<file path="config.mk">
export PLATFORM = sky130hd
export DESIGN_NAME = stopwatch_bcd_counter
export DESIGN_NICKNAME = d
export VERILOG_FILES = /design/src/rtl/stopwatch_bcd_counter.sv
export SDC_FILE = /design/constraint.sdc
export NUM_CORES = 1
export LEC_CHECK = 0
export CORE_MARGIN = 5
export CORE_UTILIZATION = 48
export DETAILED_ROUTE_END_ITERATION = 10
export MAX_ROUTING_LAYER = met4
export PLACE_DENSITY = 0.84
export SYNTH_ARGS = -nofsm -noshare
export SYNTH_HDL_FRONTEND = slang
export SYNTH_SLANG_ARGS = --single-unit
</file>
<file path="constraint.sdc">
create_clock -name clk -period 4.9 [get_ports clk]
set_input_delay 0.98 -clock clk [delete_from_list [all_inputs] [get_ports clk]]
set_output_delay 0.98 -clock clk [all_outputs]
set_load 0.02 [all_outputs]
</file>
<file path="src/rtl/stopwatch_bcd_counter.sv">
// Purpose: MM:SS BCD stopwatch time base with sticky overflow, minute strobe and optional lap freeze (STOPWATCH_LAP_EN).
// Latency: one cycle from tick/clear/lap to every registered output; no combinational input-to-output paths.
// Backpressure: none; every tick cycle counts, clear has priority over tick and lap.
module stopwatch_bcd_counter #(
    parameter bit WRAP = 1'b1
) (
    input  logic        clk,
    input  logic        rst,
    input  logic        tick,
    input  logic        clear,
    input  logic        lap,
    output logic [3:0]  sec_ones,
    output logic [3:0]  sec_tens,
    output logic [3:0]  min_ones,
    output logic [3:0]  min_tens,
    output logic [15:0] disp,
    output logic        min_pulse,
    output logic        ovf,
    output logic        lap_active
);

    typedef struct packed {
        logic [3:0] mt;
        logic [3:0] mo;
        logic [3:0] st;
        logic [3:0] so;
    } bcd_time_t;

    bcd_time_t time_q, time_d, time_inc;
    logic      min_pulse_q, min_pulse_d;
    logic      ovf_q, ovf_d;
    logic      at_max, sec_roll;

    assign at_max   = (time_q == 16'h9959);
    assign sec_roll = (time_q.so == 4'd9) && (time_q.st == 4'd5);

    // BCD ripple increment of the live time; 99:59 naturally rolls to 00:00.
    always_comb begin
        time_inc = time_q;
        if (time_q.so == 4'd9) begin
            time_inc.so = 4'd0;
            if (time_q.st == 4'd5) begin
                time_inc.st = 4'd0;
                if (time_q.mo == 4'd9) begin
                    time_inc.mo = 4'd0;
                    time_inc.mt = (time_q.mt == 4'd9) ? 4'd0 : time_q.mt + 4'd1;
                end else begin
                    time_inc.mo = time_q.mo + 4'd1;
                end
            end else begin
                time_inc.st = time_q.st + 4'd1;
            end
        end else begin
            time_inc.so = time_q.so + 4'd1;
        end
    end

    // Next live time and flags: clear wins, then tick with wrap/saturate at 99:59.
    always_comb begin
        time_d      = time_q;
        min_pulse_d = 1'b0;
        ovf_d       = ovf_q;
        if (clear) begin
            time_d = '0;
            ovf_d  = 1'b0;
        end else if (tick) begin
            if (at_max) begin
                ovf_d = 1'b1;
                if (WRAP) begin
                    time_d      = '0;
                    min_pulse_d = 1'b1;
                end
            end else begin
                time_d      = time_inc;
                min_pulse_d = sec_roll;
            end
        end
    end

    // Live time and flag registers.
    always_ff @(posedge clk or negedge rst) begin
        if (!rst) begin
            time_q      <= '0;
            min_pulse_q <= 1'b0;
            ovf_q       <= 1'b0;
        end else begin
            time_q      <= time_d;
            min_pulse_q <= min_pulse_d;
            ovf_q       <= ovf_d;
        end
    end

    assign sec_ones  = time_q.so;
    assign sec_tens  = time_q.st;
    assign min_ones  = time_q.mo;
    assign min_tens  = time_q.mt;
    assign min_pulse = min_pulse_q;
    assign ovf       = ovf_q;

`ifdef STOPWATCH_LAP_EN
    typedef enum logic {
        LIVE   = 1'b0,
        FROZEN = 1'b1
    } lap_state_t;

    lap_state_t  state_q, state_d;
    logic [15:0] disp_q, disp_d;

    // Lap FSM state and display register.
    always_ff @(posedge clk or negedge rst) begin
        if (!rst) begin
            state_q <= LIVE;
            disp_q  <= '0;
        end else begin
            state_q <= state_d;
            disp_q  <= disp_d;
        end
    end

    // Lap toggling: entering FROZEN captures the pre-increment time, LIVE tracks the new time.
    always_comb begin
        state_d = state_q;
        disp_d  = disp_q;
        if (clear) begin
            state_d = LIVE;
            disp_d  = '0;
        end else begin
            case (state_q)
                LIVE: begin
                    if (lap) begin
                        state_d = FROZEN;
                        disp_d  = time_q;
                    end else begin
                        disp_d  = time_d;
                    end
                end
                FROZEN: begin
                    if (lap) begin
                        state_d = LIVE;
                        disp_d  = time_d;
                    end
                end
                default: begin
                    state_d = LIVE;
                    disp_d  = time_d;
                end
            endcase
        end
    end

    assign disp       = disp_q;
    assign lap_active = (state_q == FROZEN);
`else
    // Without lap support the display is simply the live time register.
    logic unused_lap;
    assign unused_lap = lap;
    assign disp       = time_q;
    assign lap_active = 1'b0;
`endif

endmodule

</file>
=== Yosys cells after proc, flatten, opt, wreduce, memory -nomap -nowiden ===
Index checks and enable logic that the tools add are counted.

* Add/subtract/negate cells: 4
* Eq/ne operators: 5
* Mux-type cells: 16
* Reductions and logical operators: 10

{| class="wikitable"
|+ Operators with widths
! kind !! count
|-
| $mux 16 || 3
|-
| $mux 4 || 5
|-
| $add 4x1->4 const B || 4
|-
| $eq 16x16->1 const B || 1
|-
| $eq 4x4->1 const B || 3
|-
| $mux 12 || 1
|-
| $reduce_bool 3->1 || 3
|-
| $mux 8 || 1
|-
| $mux 1 || 6
|-
| $eq 4x3->1 const B || 1
|-
| $reduce_and 2->1 || 2
|-
| $reduce_and 4->1 || 1
|-
| $reduce_bool 2->1 || 2
|-
| $reduce_and 3->1 || 1
|-
| $logic_and 1x1->1 || 1
|}

* Flip-flop bits (word level): 18
* Word-level logic and storage cells: 41

=== Longest topological paths before layout ===
Gate-level depths: netlist of the first run.

* Depth after elaboration: 8
* Gate-level depth with buffers: 7
* Depth with buffers taken out: 6

=== Worst setup path after synthesis of the first run ===
No wires, ideal clock.

* Path type: input-to-reg
* Start: input tick
* End: register time_q (netlist bit min_ones[3])
* Arrival: 1.995 ns
* Slack: 2.823 ns
* Stages on the path: 5
* Buffers on the path: 1
* Path through: and4b_1 buf_6 nand2_4 or4b_1 a31oi_1

* Longest elaborated chain between the ends: 2

{| class="wikitable"
|+ RTL lines
! element !! line !! RTL
|-
| start, declared || 9 || <nowiki>input logic tick,</nowiki>
|-
| $reduce_bool 2->1 (no line) || -- ||
|-
| $reduce_and 3->1 (no line) || -- ||
|-
| end signal, assigned || 87 || <nowiki>time_q <= time_d;</nowiki>
|-
| end, declared || 29 || <nowiki>bcd_time_t time_q, time_d, time_inc;</nowiki>
|}

No other way between the ends.
A chain may end at the register's enable or synchronous reset.

=== Final worst setup path of the first run ===
Same ends and word-level chain as after synthesis.

==> results of run 1 <==
-- layout make-up --
cell class,count,area [um2],share of cell area
multi-input cells,83,532,0.368
flip-flops and latches,18,450,0.311
repair buffers,37,370,0.256
clock buffers,4,36.3,0.0251
well taps,28,35.0,0.0242
inverters,6,22.5,0.0156
-- power by group --
group | leakage (nW) | switching (mW) | internal, mW
registers | 0.250 | 0.00218 | 0.150
logic | 0.346 | 0.0148 | 0.00944
clock network | 0.0210 | 0.0465 | 0.0453
total | 0.617 | 0.0635 | 0.204
-- worst max-delay path: cells and delay by family --
family	cells	cell delay, ns
and+or+nand+nor	3	1.05
buffers and inverters	1	0.59
AOI/OAI and AO/OA	1	0.22
-- state kept, by name (all words and copies together), names as in the netlist --
name       count
sec_tens       4
min_tens       4
ovf            1
sec_ones       4
min_ones       4
min_pulse      1
-- metal layers --
| metal | part of all wire | routed length, um | global-route usage |
|---|---|---|---|
| met3 | 0.050 | 118 | 0.0218 |
| met2 | 0.50 | 1200 | 0.257 |
| met5 | 0 | 0 | - |
| met1 | 0.42 | 1010 | 0.183 |
| met4 | 0.022 | 53 | 0.0712 |
-- stage by stage --
stage          cell area (um2)   util  hold WS [ns]  power, mW  instances
2_1_floorplan             1160      -         0.599      0.168        128
3_3_place_gp              1410  0.625         0.487      0.178        172
3_5_place_dp              1410  0.625         0.504      0.179        172
4_1_cts                   1450  0.642         0.528      0.271        176
5_1_grt                   1450  0.642         0.554      0.278        176
6_report                  1450  0.642         0.527      0.268        176
-- layout by cell type (no fill, tap or decap), drive strengths merged --
cell           count
or3                3
conb               1
and2               2
a211oi             1
a31oi              4
nor3               4
nor3b              2
and4b              1
or4b               2
a311o              1
nor2              10
o2111ai            1
mux2i              2
inv                6
nand4              1
nand3              3
and3b              2
ha                 8
a21oi             10
o21ai              6
nand3b             1
clkdlybuf4s50     37
nand2             14
a211o              2
clkbuf             4
nand4b             1
nor4bb             1
dfrtp             18
-- final timing paths --
kind / slack (ns) / to / from / depth (start not counted)
min: 0.53 / ovf / ovf / 2
min in group asynchronous: 1.14 / sec_tens[0] / rst / 1
min reg2reg: 0.53 / ovf / ovf / 2
max in group asynchronous: 3.26 / min_tens[1] / rst / 1
max: 2.25 / min_ones[3] / tick / 5
max reg2reg: 2.74 / min_ones[3] / sec_ones[1] / 6
-- cell families after synthesis --
kind of cell / count (synthesis)
multiplexers: 2
AO/OA/AOI/OAI: 25
other: 1
adder cells (fa/ha/maj): 8
buffers and inverters: 27
AND/OR/NAND/NOR: 47
flip-flops: 18
==> reports/metrics.cfg, run 1 <==
[worst_setup_path]
critPathMaxStageDelay_ns=0.59
path_max_fanout=8
critical_path_class=input pin to flip-flop
crit_path_end_kind=flip-flop
cp-start-kind=input pin
cp.arrival_ns=2.85
cp_slowest_cell=clkdlybuf4s50_1
worstPathCellList=clkdlybuf4s50_1 > and4b_1 > nand2_4 > or4b_1 > a31oi_1
cp.required_ns=5.10

[logic_synthesis]
synthXorXnorAreaFrac=0
synth_warnings=0
netlist_instances=128
synthSimpleGateAreaFrac=0.224
synth_fa_ha_area_frac=0.0864
synth_common_cells=buf_4, dfrtp_1, nand2_1, a21oi_1, nor2_1
synth.area.mux_share=0.0173
synth_fp_nets=141
ys.flop_type=dfrtp_1
async_flop_share=1.00
synth.area.top_cells=dfrtp_1, buf_4, ha_1, a21oi_1, nand2_1
synth_area_leader_cell=dfrtp_1
synthDistinctLibCells=31
synth_enable_flop_cells=0
avgSynthCellArea_um2=9.05
synth_compound_area_frac=0.129
ys_seq_elements=18
synth_top_family_by_area=simple AND/OR/NAND/NOR gates
synth_seq_area_share=0.389
synth_area_um2=1160
synth_top_area_frac=0.389

[final_layout]
drive_above_1_share=0.0338
nNetsFinal=162
num_antenna_cells=0
fillers=192
syn_to_final_growth_pct=24.8

[clock_tree]
clockBufferDepth=2
tritoncts=built
clock-sinks=18
cts_resized=0
cts_hold_buf=0
cts_max_level=1
cts_setup_buffers=0
numCtsBuffers=3
root_buffer=clkbuf_4
clk_pin_slew_ns=0.10
worstSkewPairLatency_ns=0.30

[routing]
drt-total-wl_mm=2.38
drc=0
vias=973
postRouteAntennaNets=0
drt-initial-drc-count=26
first_pass_iters=4
wl_per_cell_um=13.5
vias_per_cell=5.53

[outcome]
outcome=finished clean

[global_route]
grt_overflow=0
grt_antenna_before_repair=0
grt_pass1_vias=919
grt_max_degree=19
grt_pass1_wl_mm=4.04
grt_use_total=0.154

[power_and_ir_drop]
peakVddDrop_mv=0.160
p_leak_nw=0.617
power_density_nw_per_um2=185

[place]
dp_slack_ns=1.95
io_buffers=37
gp_congestion=0.725
dp_hpwl_mm=1.82

[job]
cap_violations=0

[sta]
slew_headroom=0.461
achievable-frequency_mhz=377
worst_slack_ns=2.25
rsz0062_at_grt=false
post-route-min-period_ns=2.65
setup_tns_ns=0
worst_pin_slew_ns=0.806
setup_viol=0
finalHoldViolations=0
clock_skew_ns=0.00602
min_period_over_period=0.541
drv_slew=0

[floorplan]
dieHeight_um=59.1
row_count=17
die_w_um=59.1
ios=40
fp.coreArea_um2=2250
dieArea_um2=3500
start_util=0.514

[worst_hold_path]
hp-class=flip-flop to flip-flop

(Power assumes the default switching activity.)
==> inputs of run 2 (changes only) <==
CORE_UTILIZATION = 45   (was 48)
PLACE_DENSITY = 0.8   (was 0.84)
clock period = 2.7 ns   (was 4.9 ns; I/O delays follow)
==> run 2 against run 1 <==
  * Register-to-register slack worse by 2.0 ns
  * Clock skew is 0.00091 ns lower
  * Sequential power is 82% higher
  * Die area is 5.5% higher
  * Routed wire length is 2.8% higher
  * Core utilization is 5.6 points lower
  * Clock-buffer cell count is 1 lower
  * Design area is 0.26% higher
  * Critical endpoint is now disp[3]
  * Largest cell class unchanged
==> reports/metrics.cfg, run 2 (synthesized netlist as in run 1, its figures left out) <==
[worst_setup_path]
r2r_end=min_ones[3]  ; unchanged
critPathMaxStageDelay_ns=0.67  ; was 0.59 ns
cp.required_ns=2.16  ; was 5.10 ns
worstPathCellList=clkdlybuf4s50_1  ; was clkdlybuf4s50_1 > and4b_1 > nand2_4 > or4b_1 > a31oi_1
reg2reg_slack_ns=0.76  ; was 2.74 ns
cp_slowest_cell=clkdlybuf4s50_1  ; unchanged
r2r_cells=6  ; unchanged
path_max_fanout=10  ; was 8
critical_path_class=flip-flop to output pin  ; was input pin to flip-flop
crit_path_start=sec_ones[3]  ; was tick
crit_path_end_kind=output pin  ; was flip-flop
r2r_start=sec_tens[1]  ; was sec_ones[1]
cp-endpoint=disp[3]  ; was min_ones[3]
timing.critical_path.buf_inv=1  ; unchanged
crit_family=buffers and inverters  ; was simple AND/OR/NAND/NOR gates
cp.arrival_ns=1.48  ; was 2.85 ns
cp-start-kind=flip-flop  ; was input pin
path_depth=1  ; was 5

[routing]
drt-total-wl_mm=2.44  ; was 2.38 mm
drt-initial-drc-count=23  ; was 26
postRouteAntennaNets=0  ; unchanged
vias_per_cell=5.41  ; was 5.53
drc=0  ; unchanged
first_pass_iters=4  ; unchanged
vias=969  ; was 973
wl_per_cell_um=13.6  ; was 13.5 um

[job]
cap_violations=0  ; unchanged

[sta]
slew_headroom=0.444  ; was 0.461
fin_hold_ws_ns=0.524  ; was 0.527 ns
worst_slack_ns=0.679  ; was 2.25 ns
achievable-frequency_mhz=495
rsz0062_at_grt=false  ; unchanged
worst_pin_slew_ns=0.831  ; was 0.806 ns
clock_skew_ns=0.00511  ; was 0.00602 ns
finalHoldViolations=0  ; unchanged
setup_viol=0  ; unchanged
post-route-min-period_ns=2.02
setup_tns_ns=0  ; unchanged
drv_slew=0  ; unchanged
min_period_over_period=0.749

[floorplan]
die_w_um=60.7  ; was 59.1 um
row_count=18  ; was 17
dieHeight_um=60.7  ; was 59.1 um
fp.coreArea_um2=2480  ; was 2250 um2
ios=40  ; unchanged
start_util=0.468  ; was 0.514
dieArea_um2=3690  ; was 3500 um2

[final_layout]
syn_to_final_growth_pct=25.2  ; was 24.8%
drive_above_1_share=0.0403  ; was 0.0338
num_antenna_cells=0  ; unchanged
nNetsFinal=164  ; was 162
final_cell_mix=clkdlybuf4s50_1, dfrtp_1, nand2_1, nor2_1, a21oi_1  ; unchanged
mostFrequentLayoutCell=clkdlybuf4s50_1  ; unchanged

[clock_tree]
worstSkewPairLatency_ns=0.29  ; was 0.30 ns
cts_max_level=1  ; unchanged
numCtsBuffers=3  ; unchanged
cts_setup_buffers=0  ; unchanged
root_buffer=clkbuf_4  ; unchanged
clock-sinks=18  ; unchanged
tritoncts=built  ; unchanged
cts_resized=0  ; unchanged
cts_hold_buf=0  ; unchanged
clk_pin_slew_ns=0.09  ; was 0.10 ns
clockBufferDepth=2  ; unchanged

[global_route]
grt_max_degree=19  ; unchanged
grt_overflow=0  ; unchanged
grt_use_total=0.145  ; was 0.154
grt_pass1_wl_mm=3.91  ; was 4.04 mm
grt_antenna_before_repair=0  ; unchanged
grt_pass1_vias=923  ; was 919

[power_and_ir_drop]
peakVddDrop_mv=0.222  ; was 0.160 mV
p_leak_nw=0.620  ; was 0.617 nW
power_density_nw_per_um2=312  ; was 185 nW/um2

[place]
io_buffers=37  ; unchanged
dp_hpwl_mm=1.85  ; was 1.82 mm
dp_slack_ns=0.417  ; was 1.95 ns
gp_congestion=0.712  ; was 0.725

[worst_hold_path]
hp-class=flip-flop to flip-flop  ; unchanged

[outcome]
outcome=finished clean  ; unchanged

run 2: area by class of cell:
type / count / area [um2]
Sequential cell: 18 / 450
Clock buffer: 3 / 22.5
Inverter: 6 / 22.5
Fill cell: 232 / 1030
Multi-Input combinational cell: 83 / 532
Timing Repair Buffer: 39 / 385
Tap cell: 30 / 37.5
run 2: worst min path at each step:
| stage | slack (ns) | to | depth (start not counted) | startpoint |
|---|---|---|---|---|
| 2_1_floorplan | 0.24 | min_ones[0] | 0 | rst |
| 3_3_place_gp | 0.49 | ovf | 2 | ovf |
| 3_5_place_dp | 0.51 | ovf | 2 | ovf |
| 4_1_cts | 0.53 | ovf | 2 | ovf |
| 5_1_grt | 0.57 | ovf | 2 | ovf |
| 6_report | 0.52 | ovf | 2 | ovf |
run 2: per-stage QoR:
step | total power [mW] | instance area (um2) | std cells | utilization
2_1_floorplan | 0.306 | 1160 | 128 | -
3_3_place_gp | 0.325 | 1430 | 176 | 0.576
3_5_place_dp | 0.327 | 1430 | 176 | 0.576
4_1_cts | 0.459 | 1450 | 179 | 0.585
5_1_grt | 0.471 | 1450 | 179 | 0.585
6_report | 0.453 | 1450 | 179 | 0.585
run 2: per-layer routing:
metal	global-route usage	routed length (um)	vias to the layer above
li1	-	-	474
met1	0.162	1040	469
met2	0.250	1270	24
met3	0.0191	106	2
met4	0.0712	25	0
met5	-	0	-
run 2: where the power goes:
group          switching (mW)  internal [mW]  leakage, nW
combinational          0.0271         0.0181        0.356
clock                  0.0798         0.0518       0.0138
sequential            0.00403          0.272        0.250
total                   0.111          0.342        0.620
==> inputs of run 3 (changes only) <==
CORE_UTILIZATION = 40   (was 45)
PLACE_DENSITY = 0.75   (was 0.8)
clock period = 1.75 ns   (was 2.7 ns; I/O delays follow)
==> run 3 against run 2 <==
  * Sequential cell count is the same
  * Routed wire length grew 8.6%
  * Design area grew 10%
  * Critical endpoint is now min_ones[3]
  * First-iteration DRC count shrank 8.7%
  * Largest cell class unchanged
  * Core utilization shrank 0.46 points
  * Clock skew shrank 0.0026 ns
  * Total power grew 59%
  * Critical path depth grew 5
==> reports/metrics.cfg, run 3 (synthesized netlist as in run 1, its figures left out) <==
[clock_tree]
clk_pin_slew_ns=0.10  ; was 0.09 ns
clockBufferDepth=2  ; unchanged
numCtsBuffers=3  ; unchanged
cts_hold_buf=0  ; unchanged
root_buffer=clkbuf_4  ; unchanged
clock-sinks=18  ; unchanged
tritoncts=built  ; unchanged
worstSkewPairLatency_ns=0.29  ; about the same
cts_max_level=1  ; unchanged
cts_setup_buffers=0  ; unchanged

[worst_setup_path]
cp_slowest_cell=or4b_1  ; was clkdlybuf4s50_1
r2r_start=sec_ones[1]  ; was sec_tens[1]
cp-endpoint=min_ones[3]  ; was disp[3]
crit_path_end_kind=flip-flop  ; was output pin
timing.critical_path.buf_inv=1  ; unchanged
cp.required_ns=1.97  ; was 2.16 ns
r2r_end=min_ones[3]  ; unchanged
crit_path_start=sec_ones[1]  ; was sec_ones[3]
r2r_cells=6  ; unchanged
crit_family=simple AND/OR/NAND/NOR gates  ; was buffers and inverters
path_max_fanout=6  ; was 10
cp.arrival_ns=1.93  ; was 1.48 ns
critical_path_class=flip-flop to flip-flop  ; was flip-flop to output pin
worstPathCellList=inv_2 > ha_4 > and4b_2 > nand2_4 > or4b_1 > a31oi_1  ; was clkdlybuf4s50_1
path_depth=6  ; was 1
critPathMaxStageDelay_ns=0.47  ; was 0.67 ns
cp-start-kind=flip-flop  ; unchanged
reg2reg_slack_ns=0.04  ; was 0.76 ns

[sta]
finalHoldViolations=0  ; unchanged
min_period_over_period=0.979
clock_skew_ns=0.00253  ; was 0.00511 ns
drv_slew=0  ; unchanged
achievable-frequency_mhz=584
setup_viol=0  ; unchanged
rsz0062_at_grt=true  ; was false
setup_tns_ns=0  ; unchanged
post-route-min-period_ns=1.71

[place]
dp_hpwl_mm=2.06  ; was 1.85 mm
place_area_um2=1550  ; was 1430 um2
io_buffers=37  ; unchanged
gp_congestion=0.808  ; was 0.712

[final_layout]
fillers=256  ; was 232
syn_to_final_growth_pct=38.2  ; was 25.2%
drive_above_1_share=0.184  ; was 0.0403
final_cell_mix=dlygate4sd2_1, dfrtp_1, buf_4, nand2_1  ; was clkdlybuf4s50_1, dfrtp_1, nand2_1, nor2_1, a21oi_1
multi_input_area_um2=569  ; was 532 um2
final_area_um2=1600  ; was 1450 um2
seq_area_um2=454  ; was 450 um2
nNetsFinal=177  ; was 164
num_antenna_cells=0  ; unchanged
mostFrequentLayoutCell=dlygate4sd2_1  ; was clkdlybuf4s50_1

[routing]
drt-total-wl_mm=2.65  ; was 2.44 mm
drc=0  ; unchanged
first_pass_iters=4  ; unchanged
vias_per_cell=5.21  ; was 5.41
wl_per_cell_um=13.7  ; was 13.6 um
postRouteAntennaNets=0  ; unchanged
vias=1010  ; was 969
drt-initial-drc-count=21  ; was 23

[power_and_ir_drop]
power_mw=0.719  ; was 0.453 mW
p_leak_nw=0.956  ; was 0.620 nW
peakVddDrop_mv=0.430  ; was 0.222 mV
power_density_nw_per_um2=449  ; was 312 nW/um2

[floorplan]
fp.coreArea_um2=2760  ; was 2480 um2
row_count=19  ; was 18
die_w_um=63.8  ; was 60.7 um
ios=40  ; unchanged
dieArea_um2=4070  ; was 3690 um2
dieHeight_um=63.8  ; was 60.7 um
start_util=0.420  ; was 0.468

[worst_hold_path]
hp-class=input pin to asynchronous set/reset pin  ; was flip-flop to flip-flop

[global_route]
grt_max_degree=19  ; unchanged
grt_antenna_before_repair=0  ; unchanged
grt_use_total=0.134  ; was 0.145
grt_use_met3=0.0315  ; was 0.0191
grt_overflow=0  ; unchanged
busiest_layer=met2  ; unchanged
use_met1=0.155  ; was 0.162
grt_util_met2=0.226  ; was 0.250
grt_pass1_vias=1003  ; was 923
grt_pass1_wl_mm=4.44  ; was 3.91 mm

[outcome]
outcome=finished clean  ; unchanged

[job]
cap_violations=0  ; unchanged

[run 3: worst reg2reg max path, stage by stage, from the launching register on]
cell	delay, ns
dfrtp_2	0.43
inv_2	0.06
ha_4	0.15
and4b_2	0.28
nand2_4	0.07
or4b_1	0.47
a31oi_1	0.17
[run 3: power by group]
part | switching [mW] | internal (mW)
clock | 0.126 | 0.0885
sequential | 0.00325 | 0.420
combinational | 0.0475 | 0.0335
[run 3: through the flow]
stage               worst slack, ns  instances  hold slack, ns  utilization
CTS                        0.000791        194           0.376        0.563
detailed placement           -0.194        190           0.536        0.561
floorplan                  -0.00746        128          0.0544            -
finish                       0.0370        194           0.376        0.581
global placement             -0.148        190           0.498        0.561
global route                -0.0342        194           0.381        0.581
[run 3: how the worst min path moves through the flow]
| stage | start | to | slack, ns |
|---|---|---|---|
| floorplan | rst | min_ones[0] | 0.05 |
| global placement | ovf | ovf | 0.50 |
| detailed placement | ovf | ovf | 0.54 |
| CTS | rst | ovf | 0.38 |
| global route | rst | min_pulse | 0.38 |
| finish | rst | min_pulse | 0.38 |
[run 3: layout make-up]
| cell class | count | area share |
|---|---|---|
| multi-input cells | 83 | 0.355 |
| repair buffers | 52 | 0.306 |
| flip-flops and latches | 18 | 0.284 |
| well taps | 31 | 0.0242 |
| clock buffers | 4 | 0.0164 |
| inverters | 6 | 0.0141 |
[run 3: repair_timing]
| action | 4_1_cts | 5_1_grt |
|---|---|---|
| pin swaps | 0 | 4 |
| endpoints found under the hold margin | 0 | 0 |
| gates resized for setup | 17 | 16 |
| setup endpoints to repair | 17 | 19 |
[run 3: layer usage]
layer / up-vias / wire length [um]
met1: 486 / 1170
met5: - / 0
met3: 2 / 116
li1: 502 / -
met2: 20 / 1360
met4: 0 / 10
